`src/rtl/fifo_lane_adder_if.sv`:
```
// FIFO-side handshake bundle for fifo_lane_adder: FWFT input FIFO read port and output FIFO write port.
// master is the adder side (pops and pushes), slave is the FIFO/environment side.
interface fifo_lane_adder_if #(
  parameter int DATA_WIDTH = 32
);
  logic                  data_empty;
  logic                  data_rd;
  logic [DATA_WIDTH-1:0] data_din;
  logic                  data_full;
  logic                  data_wr;
  logic [DATA_WIDTH-1:0] data_dout;

  modport master (
    input  data_empty,
    input  data_din,
    input  data_full,
    output data_rd,
    output data_wr,
    output data_dout
  );

  modport slave (
    output data_empty,
    output data_din,
    output data_full,
    input  data_rd,
    input  data_wr,
    input  data_dout
  );
endinterface

```
`src/rtl/fifo_lane_adder.sv`:
```
// Pops a word from an FWFT FIFO, adds/subtracts/saturate-adds LANES operand pairs, pushes packed results.
// Three-state FSM (IDLE -> CALC -> WRITE) with every output registered; one word per three cycles.
module fifo_lane_adder #(
  parameter int DATA_WIDTH = 32,
  parameter int OP_WIDTH   = 4,
  parameter int LANES      = 2
) (
  input  logic                   clock,
  input  logic                   reset_n,
  fifo_lane_adder_if.master      bus,
  input  logic [1:0]             mode,
  output logic                   busy,
  output logic [15:0]            result_count
);

  localparam int OPS_BITS = 2 * LANES * OP_WIDTH;
  localparam int RES_W    = OP_WIDTH + 1;
  localparam int RES_BITS = LANES * RES_W;

  typedef enum logic [1:0] {
    IDLE  = 2'd0,
    CALC  = 2'd1,
    WRITE = 2'd2
  } state_t;

  state_t              state;
  state_t              state_next;
  logic [OPS_BITS-1:0] operand_q;
  logic [1:0]          mode_q;
  logic [RES_BITS-1:0] result_q;
  logic [RES_BITS-1:0] lane_result;
  logic                rd_next;
  logic                wr_next;
  logic                capture_en;
  logic                calc_en;
  logic                write_en;

  // Upper input bits carry no operands; reduce them into a deliberately unused net.
  if (DATA_WIDTH > OPS_BITS) begin : g_unused_din
    logic unused_din_bits;
    assign unused_din_bits = ^bus.data_din[DATA_WIDTH-1:OPS_BITS];
  end

  // Per-lane arithmetic works from the captured word and mode, so input changes after capture are ignored.
  for (genvar g = 0; g < LANES; g++) begin : g_lane
    logic [OP_WIDTH-1:0] op_a;
    logic [OP_WIDTH-1:0] op_b;
    logic [RES_W-1:0]    sum;
    logic [RES_W-1:0]    diff;
    logic [RES_W-1:0]    sat;
    logic [RES_W-1:0]    res;

    assign op_a = operand_q[(2*g)*OP_WIDTH +: OP_WIDTH];
    assign op_b = operand_q[(2*g+1)*OP_WIDTH +: OP_WIDTH];
    assign sum  = {1'b0, op_a} + {1'b0, op_b};
    assign diff = {1'b0, op_a} - {1'b0, op_b};
    assign sat  = sum[OP_WIDTH] ? {1'b0, {OP_WIDTH{1'b1}}} : sum;

    always_comb begin
      res = sum;
      case (mode_q)
        2'b01:   res = diff;
        2'b10:   res = sat;
        default: res = sum;
      endcase
    end

    assign lane_result[g*RES_W +: RES_W] = res;
  end

  always_comb begin
    state_next = state;
    rd_next    = 1'b0;
    wr_next    = 1'b0;
    capture_en = 1'b0;
    calc_en    = 1'b0;
    write_en   = 1'b0;
    case (state)
      IDLE: begin
        if (!bus.data_empty) begin
          rd_next    = 1'b1;
          capture_en = 1'b1;
          state_next = CALC;
        end
      end
      CALC: begin
        calc_en    = 1'b1;
        state_next = WRITE;
      end
      WRITE: begin
        if (!bus.data_full) begin
          wr_next    = 1'b1;
          write_en   = 1'b1;
          state_next = IDLE;
        end
      end
      default: state_next = IDLE;
    endcase
  end

  // Reset wins over everything, so a word caught in CALC or WRITE is simply dropped.
  always_ff @(posedge clock) begin
    if (!reset_n) begin
      state         <= IDLE;
      bus.data_rd   <= 1'b0;
      bus.data_wr   <= 1'b0;
      bus.data_dout <= '0;
      result_count  <= '0;
      busy          <= 1'b0;
      operand_q     <= '0;
      mode_q        <= '0;
      result_q      <= '0;
    end else begin
      state       <= state_next;
      bus.data_rd <= rd_next;
      bus.data_wr <= wr_next;
      busy        <= (state_next != IDLE);
      if (capture_en) begin
        operand_q <= bus.data_din[OPS_BITS-1:0];
        mode_q    <= mode;
      end
      if (calc_en) begin
        result_q <= lane_result;
      end
      if (write_en) begin
        bus.data_dout <= DATA_WIDTH'(result_q);
        result_count  <= result_count + 16'd1;
      end
    end
  end

endmodule

```
`src/flat_wrapper.sv`:
```
// flat-port wrapper written by rule: the top's interface ports become plain ports
module fifo_lane_adder_flat 
#(
  parameter int DATA_WIDTH = 32,
  parameter int OP_WIDTH   = 4,
  parameter int LANES      = 2
)
  (clock, reset_n, mode, busy, result_count, bus_data_empty, bus_data_din, bus_data_full, bus_data_rd, bus_data_wr, bus_data_dout);
  fifo_lane_adder_if #(.DATA_WIDTH(DATA_WIDTH)) bus_i ();
  input  logic clock;
  input  logic reset_n;
  input  logic [1:0] mode;
  output logic busy;
  output logic [15:0] result_count;
  input wire logic [$bits(bus_i.data_empty)-1:0] bus_data_empty;
  input wire logic [$bits(bus_i.data_din)-1:0] bus_data_din;
  input wire logic [$bits(bus_i.data_full)-1:0] bus_data_full;
  output wire logic [$bits(bus_i.data_rd)-1:0] bus_data_rd;
  output wire logic [$bits(bus_i.data_wr)-1:0] bus_data_wr;
  output wire logic [$bits(bus_i.data_dout)-1:0] bus_data_dout;
  assign bus_i.data_empty = bus_data_empty;
  assign bus_i.data_din = bus_data_din;
  assign bus_i.data_full = bus_data_full;
  assign bus_data_rd = bus_i.data_rd;
  assign bus_data_wr = bus_i.data_wr;
  assign bus_data_dout = bus_i.data_dout;
  fifo_lane_adder #(.DATA_WIDTH(DATA_WIDTH), .OP_WIDTH(OP_WIDTH), .LANES(LANES)) u_core (.clock(clock), .reset_n(reset_n), .bus(bus_i), .mode(mode), .busy(busy), .result_count(result_count));
endmodule
```
`config.mk`:
```
export PLATFORM = sky130hd
export DESIGN_NAME = fifo_lane_adder_flat
export DESIGN_NICKNAME = d
export VERILOG_FILES = /design/src/rtl/fifo_lane_adder_if.sv /design/src/rtl/fifo_lane_adder.sv /design/src/flat_wrapper.sv
export SDC_FILE = /design/constraint.sdc
export NUM_CORES = 1
export LEC_CHECK = 0
export BUFFER_PORTS_ARGS = -buffer_cell sky130_fd_sc_hd__buf_4
export CORE_UTILIZATION = 30
export CTS_CLUSTER_SIZE = 12
export DETAILED_ROUTE_END_ITERATION = 10
export GPL_TIMING_DRIVEN = 0
export SLEW_MARGIN = 10
export SYNTH_ARGS = -nofsm -noshare
export SYNTH_HDL_FRONTEND = slang
export SYNTH_SLANG_ARGS = --single-unit
```
`constraint.sdc`:
```
create_clock -name clock -period 1.6 [get_ports clock]
set_input_delay 0 -clock clock [delete_from_list [all_inputs] [get_ports clock]]
set_output_delay 0 -clock clock [all_outputs]
set_load 0.01 [all_outputs]
```
==> results of run 1 <==
synth_stat cells (all sizes together) (5+ instances only):
| cell | count |
|---|---|
| ha | 19 |
| nand3 | 6 |
| a21oi | 8 |
| nor2 | 11 |
| clkbuf | 6 |
| buf | 31 |
| a21boi | 34 |
| nor2b | 6 |
| nand2 | 67 |
| o21ai | 12 |
| nand4 | 5 |
| xnor2 | 12 |
| inv | 15 |
| dfxtp | 59 |
| and2 | 14 |
cells in the final DEF (no fill, tap or decap), types with 5 or more instances in the layout:
| master | instances |
|---|---|
| o21ai_0 | 8 |
| dfxtp_1 | 46 |
| nand2_1 | 67 |
| dlygate4sd3_1 | 21 |
| clkbuf_8 | 9 |
| nor2_1 | 9 |
| dfxtp_2 | 9 |
| and2_1 | 13 |
| a21boi_0 | 30 |
| xnor2_1 | 12 |
| conb_1 | 22 |
| inv_1 | 10 |
| buf_2 | 8 |
| buf_4 | 81 |
| ha_4 | 7 |
| clkbuf_1 | 7 |
| nand3_1 | 5 |
| ha_1 | 12 |
| a21oi_1 | 5 |
cells by family (layout without fill, tap and decap cells):
kind of cell / Yosys count / after routing
other cells: 1 / 22
fa+ha+maj: 23 / 23
buf+inv: 52 / 149
compound gates: 75 / 75
mux: 2 / 2
simple gates: 129 / 129
flops: 59 / 59
xor+xnor: 14 / 14
sequential cells by signal, summed over array words and instances (netlist names):
signal,cells
u_core.bus.data_dout,10
u_core.bus.data_rd,1
u_core.bus.data_wr,1
u_core.busy,1
u_core.mode_q,2
u_core.operand_q,16
u_core.result_count,16
u_core.result_q,10
u_core.state,2
power breakdown:
group / internal, mW / switching [mW] / total, mW
Combinational: 0.313 / 0.306 / 0.618
Sequential: 1.53 / 0.0558 / 1.58
Clock: 1.19 / 0.587 / 1.78
Total: 3.03 / 0.949 / 3.98
per-stage QoR:
stage           util  setup TNS [ns]  area [sq um]  std cells
6_report       0.458          -0.416          4560        606
5_1_grt        0.458           -1.07          4560        606
4_1_cts        0.437          -0.850          4350        599
3_5_place_dp   0.382           -1.23          3800        559
3_3_place_gp   0.382          -0.959          3800        559
2_1_floorplan      -         -0.0204          3260        376
layout make-up:
class	count	area, sq um	share of cell area
timing repair buffer	81	664	0.146
buffer	37	240	0.0527
sequential	59	1210	0.265
tap	133	166	0.0365
inverter	15	63.8	0.0140
multi-input combinational	265	1960	0.430
clock buffer	11	131	0.0288
clock inverter	5	125	0.0274
path summary, 6_finish.rpt:
path / endpoint / slack [ns] / depth (start not counted)
setup reg to reg: u_core.result_q[8] / -0.1 / 6
setup / recovery: u_core.result_q[8] / -0.1 / 6
hold / removal: u_core.operand_q[5] / 0.15 / 5
hold reg to reg: u_core.result_q[6] / 0.46 / 2
worst register-to-register path: stages (launching register included):
cell and delay (ns):
dfxtp_2 0.35, inv_1 0.07, ha_4 0.27, or2_2 0.34, a221oi_2 0.26, a21oi_1 0.08
o221a_2 0.23
what timing repair did:
item	in CTS	in global routing
setup buffers	3	7
endpoints found under the hold margin	21	0
hold buffers	21	0
resized for setup	18	44
setup endpoints to repair	10	15
pin swaps	10	22
per-layer routing:
metal / GRT usage / vias up
li1: - / 1375
met1: 0.164 / 1137
met2: 0.213 / 49
met3: 0.0294 / 8
met4: 0.0582 / 0
met5: 0 / -
==> impl_metrics.csv, run 1 <==
group,metric,value,unit
placed_design,dp_slack,-0.190,ns
global_routing,grt_pass1_wl,11300,um
sta,timing.final.hold_violations,0,
drt,detailroute.wirelength.met2,3210,um
logic_synthesis,async_reset_ff_frac,0,
drt,wl_per_cell,11.6,um
floorplan,ios,89,
placed_design,placement.io_buffers,50,
logic_synthesis,syn_inst,355,
setup_path,critPathKind,"flip-flop to flip-flop",
power,p_leak,1.96,nW
placed_design,dp_hpwl,5020,um
final_layout,fillers,971,
outcome,violations,"setup timing",
sta,period_minus_slack,1.70,ns
setup_path,arrival,1.93,ns
sta,fmax,588,MHz
logic_synthesis,synth.top_cell.area_share,0.377,
clock_network,insertion_delay,0.34,ns
sta,min_period_over_period,1.06,
logic_synthesis,synthXorXnorAreaFrac,0.0391,
global_routing,antenna_found_initial,0,
setup_path,worst-path-buf-inv,1,
logic_synthesis,synth_edf_count,0,
outcome,outcome,"finished with violations",
drt,viasPerCell,4.24,
clock_network,cts_tree,"built",
drt,wl,7010,um
drt,vias,2569,
logic_synthesis,synth_flop_cell,"dfxtp_1",
final_layout,syn_to_final_growth,45.4,%
floorplan,fp.dieH,104,um
sta,finalSetupViolations,7,
final_layout,nets,529,
logic_synthesis,synth_top_family_by_area,"simple AND/OR/NAND/NOR gates",
final_layout,final_layout_size_suffix_gt1_frac,0.357,
setup_path,startpoint,"u_core.mode_q[0]",
power,cellPowerDensity,873,mW/mm^2
clock_network,cts.sinks,59,
floorplan,dieArea,0.0109,sq mm
drt,ant_nets,0,
global_routing,grt.overflow.total,0,
floorplan,core,0.00995,sq mm
drt,dr.pass1.iters,4,
setup_path,cp_slowest_stage_delay,0.35,ns
clock_network,clk_path_buf_depth,2,
drt,wl_met3,242,um
logic_synthesis,syn_area_per_cell,8.83,sq um
global_routing,grt_pass1_vias,2399,
logic_synthesis,synth_mux_area_frac,0.00638,
logic_synthesis,synth-simple-area-share,0.208,
logic_synthesis,syn-cell-area,0.00314,sq mm
setup_path,r2r-start,"u_core.mode_q[0]",
sta,maxSlewViolCount,0,
drt,drc,0,
power,power.total,3.98,mW
setup_path,path_cells,"inv_1 > ha_4 > or2_2 > a221oi_2 > a21oi_1 > o221a_2",
clock_network,cts_root_buf,"clkbuf_8",
min_path,min-delay-start,"bus_data_empty",
logic_synthesis,yosysTopAreaCell,"dfxtp_1",
setup_path,slowest_stage,"dfxtp_2",
clock_network,cts_buffers,9,
drt,dr.max_layer_used,"met4",
global_routing,track_usage,0.131,
sta,rsz0062_at_grt,"yes",
power,ir_drop,0.447,mV
clock_network,ctsHtreeMaxLevel,3,
clock_network,clk_pin_slew_worst_paths,0.06,ns
sta,whs,0.151,ns
setup_path,crit_fanout,8,
sta,postLayoutSetupSlackWorst,-0.0993,ns
logic_synthesis,synth.distinct_cells,47,
setup_path,cp-start-kind,"flip-flop",
floorplan,rows,36,
placed_design,place_congestion,0.770,
setup_path,worst_setup_path_end_kind,"flip-flop",
global_routing,grt_max_degree,11,
run,drv_cap,0,
drt,drt_iter0_drc,42,
floorplan,start_util,0.315,
logic_synthesis,ys_seq_elements,59,
setup_path,cpLargestDelayFamily,"compound AO/OA/AOI/OAI gates",
min_path,hold_path.class,"primary input to flip-flop",
setup_path,cp_data_required_time,1.83,ns
logic_synthesis,synth_area_leaders,"dfxtp_1 (38%), nand2_1 (8.0%), ha_1 (7.6%), a21boi_0 (7.4%), buf_4 (5.3%)",
drt,drt-met1-wl,3460,um
final_layout,n_antenna_cell,0,
floorplan,dieWidth,104,um
sta,skew,0.00924,ns
logic_synthesis,ys_warn_count,0,
logic_synthesis,yosysSeqAreaShare,0.377,
logic_synthesis,yosys.area_share.adder,0.101,
logic_synthesis,synth-compound-area-share,0.173,
Note: power is estimated with default switching activity, not from simulation.
==> inputs of run 2 (changes only) <==
Clock period 1.6 ns to 1.44 ns, I/O delays scaled along.
==> run 2 against run 1 <==
Net effect: the run still ends with setup timing left; non-clock buffer count decreased by 1; routed wire length grew 2.2%; die area is the same; register-to-register slack worse by 0.20 ns; global-route usage increased by 0.51 points; largest power group is now sequential cells.
==> impl_metrics.csv, run 2 (synthesis results as in run 1) <==
group,metric,value,unit
sta,finalSetupViolations,11,
floorplan,rows,36,
global_routing,grt_max_degree,11,
min_path,hold_path_depth,5,
drt,dr.pass1.iters,5,
floorplan,core,0.00995,sq mm
outcome,violations,"setup timing",
placed_design,dp_hpwl,5260,um
drt,drc,0,
sta,postLayoutSetupSlackWorst,-0.295,ns
setup_path,crit_fanout,6,
placed_design,placement.io_buffers,50,
min_path,hold_path.class,"primary input to flip-flop",
sta,timing.final.hold_violations,0,
drt,drt_iter0_drc,98,
floorplan,ios,89,
power,power.total,3.95,mW
placed_design,place_congestion,0.790,
power,p_clk_frac,0.382,
clock_network,cts_buffers,9,
clock_network,cts.sinks,59,
power,p_int,2.93,mW
clock_network,clk_pin_slew_worst_paths,0.06,ns
clock_network,clk_path_buf_depth,2,
final_layout,reg.largest.list,"u_core.operand_q x16, u_core.result_count x16",
floorplan,dieWidth,104,um
global_routing,grt.overflow.total,0,
clock_network,ctsHtreeMaxLevel,3,
drt,vias,2616,
setup_path,worst_setup_path_end_kind,"flip-flop",
floorplan,start_util,0.315,
power,cellPowerDensity,873,mW/mm^2
final_layout,final_cell_mix,"buf_4 (83), nand2_1 (67), dfxtp_1 (43)",
power,ir_drop,0.377,mV
sta,finalSetupTns,-2.06,ns
sta,maxSlewViolCount,0,
setup_path,cp-start-kind,"flip-flop",
power,p_seq_frac,0.445,
drt,wl,7160,um
final_layout,nets,528,
floorplan,fp.dieH,104,um
setup_path,cp_data_required_time,1.66,ns
sta,period_minus_slack,1.74,ns
final_layout,syn_to_final_growth,44.1,%
power,combPwrFrac,0.174,
setup_path,critPathKind,"flip-flop to flip-flop",
clock_network,cts_tree,"built",
sta,min_period_over_period,1.21,
drt,viasPerCell,4.33,
global_routing,antenna_found_initial,0,
power,p_sw,1.02,mW
global_routing,grt_pass1_vias,2555,
final_layout,n_antenna_cell,0,
sta,fmax,576,MHz
outcome,outcome,"finished with violations",
setup_path,reg2reg_depth,7,
run,drv_cap,0,
sta,skew,0.0107,ns
global_routing,grt_pass1_wl,11800,um
floorplan,dieArea,0.0109,sq mm
power,p_leak,1.93,nW
global_routing,track_usage,0.136,
drt,wl_per_cell,11.9,um
final_layout,layout_commonest_cell,"buf_4",
clock_network,insertion_delay,0.34,ns
drt,ant_nets,0,
clock_network,cts_root_buf,"clkbuf_8",
sta,rsz0062_at_grt,"yes",
final_layout,final_layout_size_suffix_gt1_frac,0.350,
setup_path,arrival,1.96,ns
power,power.share.switching,0.258,
-- run 2: cell types whose count changed in the layout (fill, tap and decap cells not counted), sizes merged --
cell,delta
buf,-1
bufinv,-3
clkbuf,+2
-- run 2: area by class of cell --
class | instances | area (sq um)
Buffer | 35 | 236
Clock buffer | 13 | 159
Clock inverter | 2 | 35.0
Fill cell | 984 | 5440
Inverter | 15 | 56.3
Multi-Input combinational cell | 265 | 1960
Sequential cell | 59 | 1220
Tap cell | 133 | 166
Timing Repair Buffer | 82 | 688
-- run 2: layer usage --
layer / part of all wire / global-route usage / vias to the layer above
li1: - / - / 1369
met2: 0.47 / 0.227 / 60
met4: 0.018 / 0.0694 / 0
met3: 0.039 / 0.0282 / 7
met5: 0 / 0 / -
met1: 0.47 / 0.164 / 1180
-- run 2: worst max-delay path: stages (launching register included) --
cell,delay (ns)
dfxtp_2,0.34
inv_1,0.06
ha_4,0.30
inv_2,0.07
a221oi_4,0.33
o22a_1,0.18
a21oi_1,0.09
o221a_2,0.25
-- run 2: path summary, 6_finish.rpt --
check / start / to / slack [ns]
max: u_core.operand_q[14] / u_core.result_q[8] / -0.30
min: bus_data_empty / u_core.operand_q[4] / 0.10
max reg2reg: u_core.operand_q[14] / u_core.result_q[8] / -0.30
min reg2reg: u_core.bus.data_dout[7] / u_core.bus.data_dout[7] / 0.46
-- run 2: power groups by stage --
stage | clock network [mW] | registers (mW) | logic (mW)
final | 1.51 | 1.75 | 0.685
after global routing | 1.63 | 1.76 | 0.756
after floorplan | 0 | 1.78 | 0.393
after detailed placement | 0 | 1.79 | 0.553
after global placement | 0 | 1.79 | 0.535
after CTS | 1.54 | 1.76 | 0.624
-- run 2: what timing repair did --
item,CTS,global route
resized for setup,26,39
endpoints found under the setup margin,28,36
endpoints found under the hold margin,20,0
setup buffers,5,7
hold buffers,21,0
pin swaps,17,27
-- run 2: per-stage QoR --
step	util	cells	hold WS, ns	area, sq um	setup WS, ns
2_1_floorplan	-	376	0.137	3280	-0.165
3_3_place_gp	0.384	559	0.263	3820	-0.327
3_5_place_dp	0.384	559	0.269	3820	-0.394
4_1_cts	0.436	599	0.161	4340	-0.260
5_1_grt	0.454	604	0.122	4520	-0.334
6_report	0.454	604	0.100	4520	-0.295
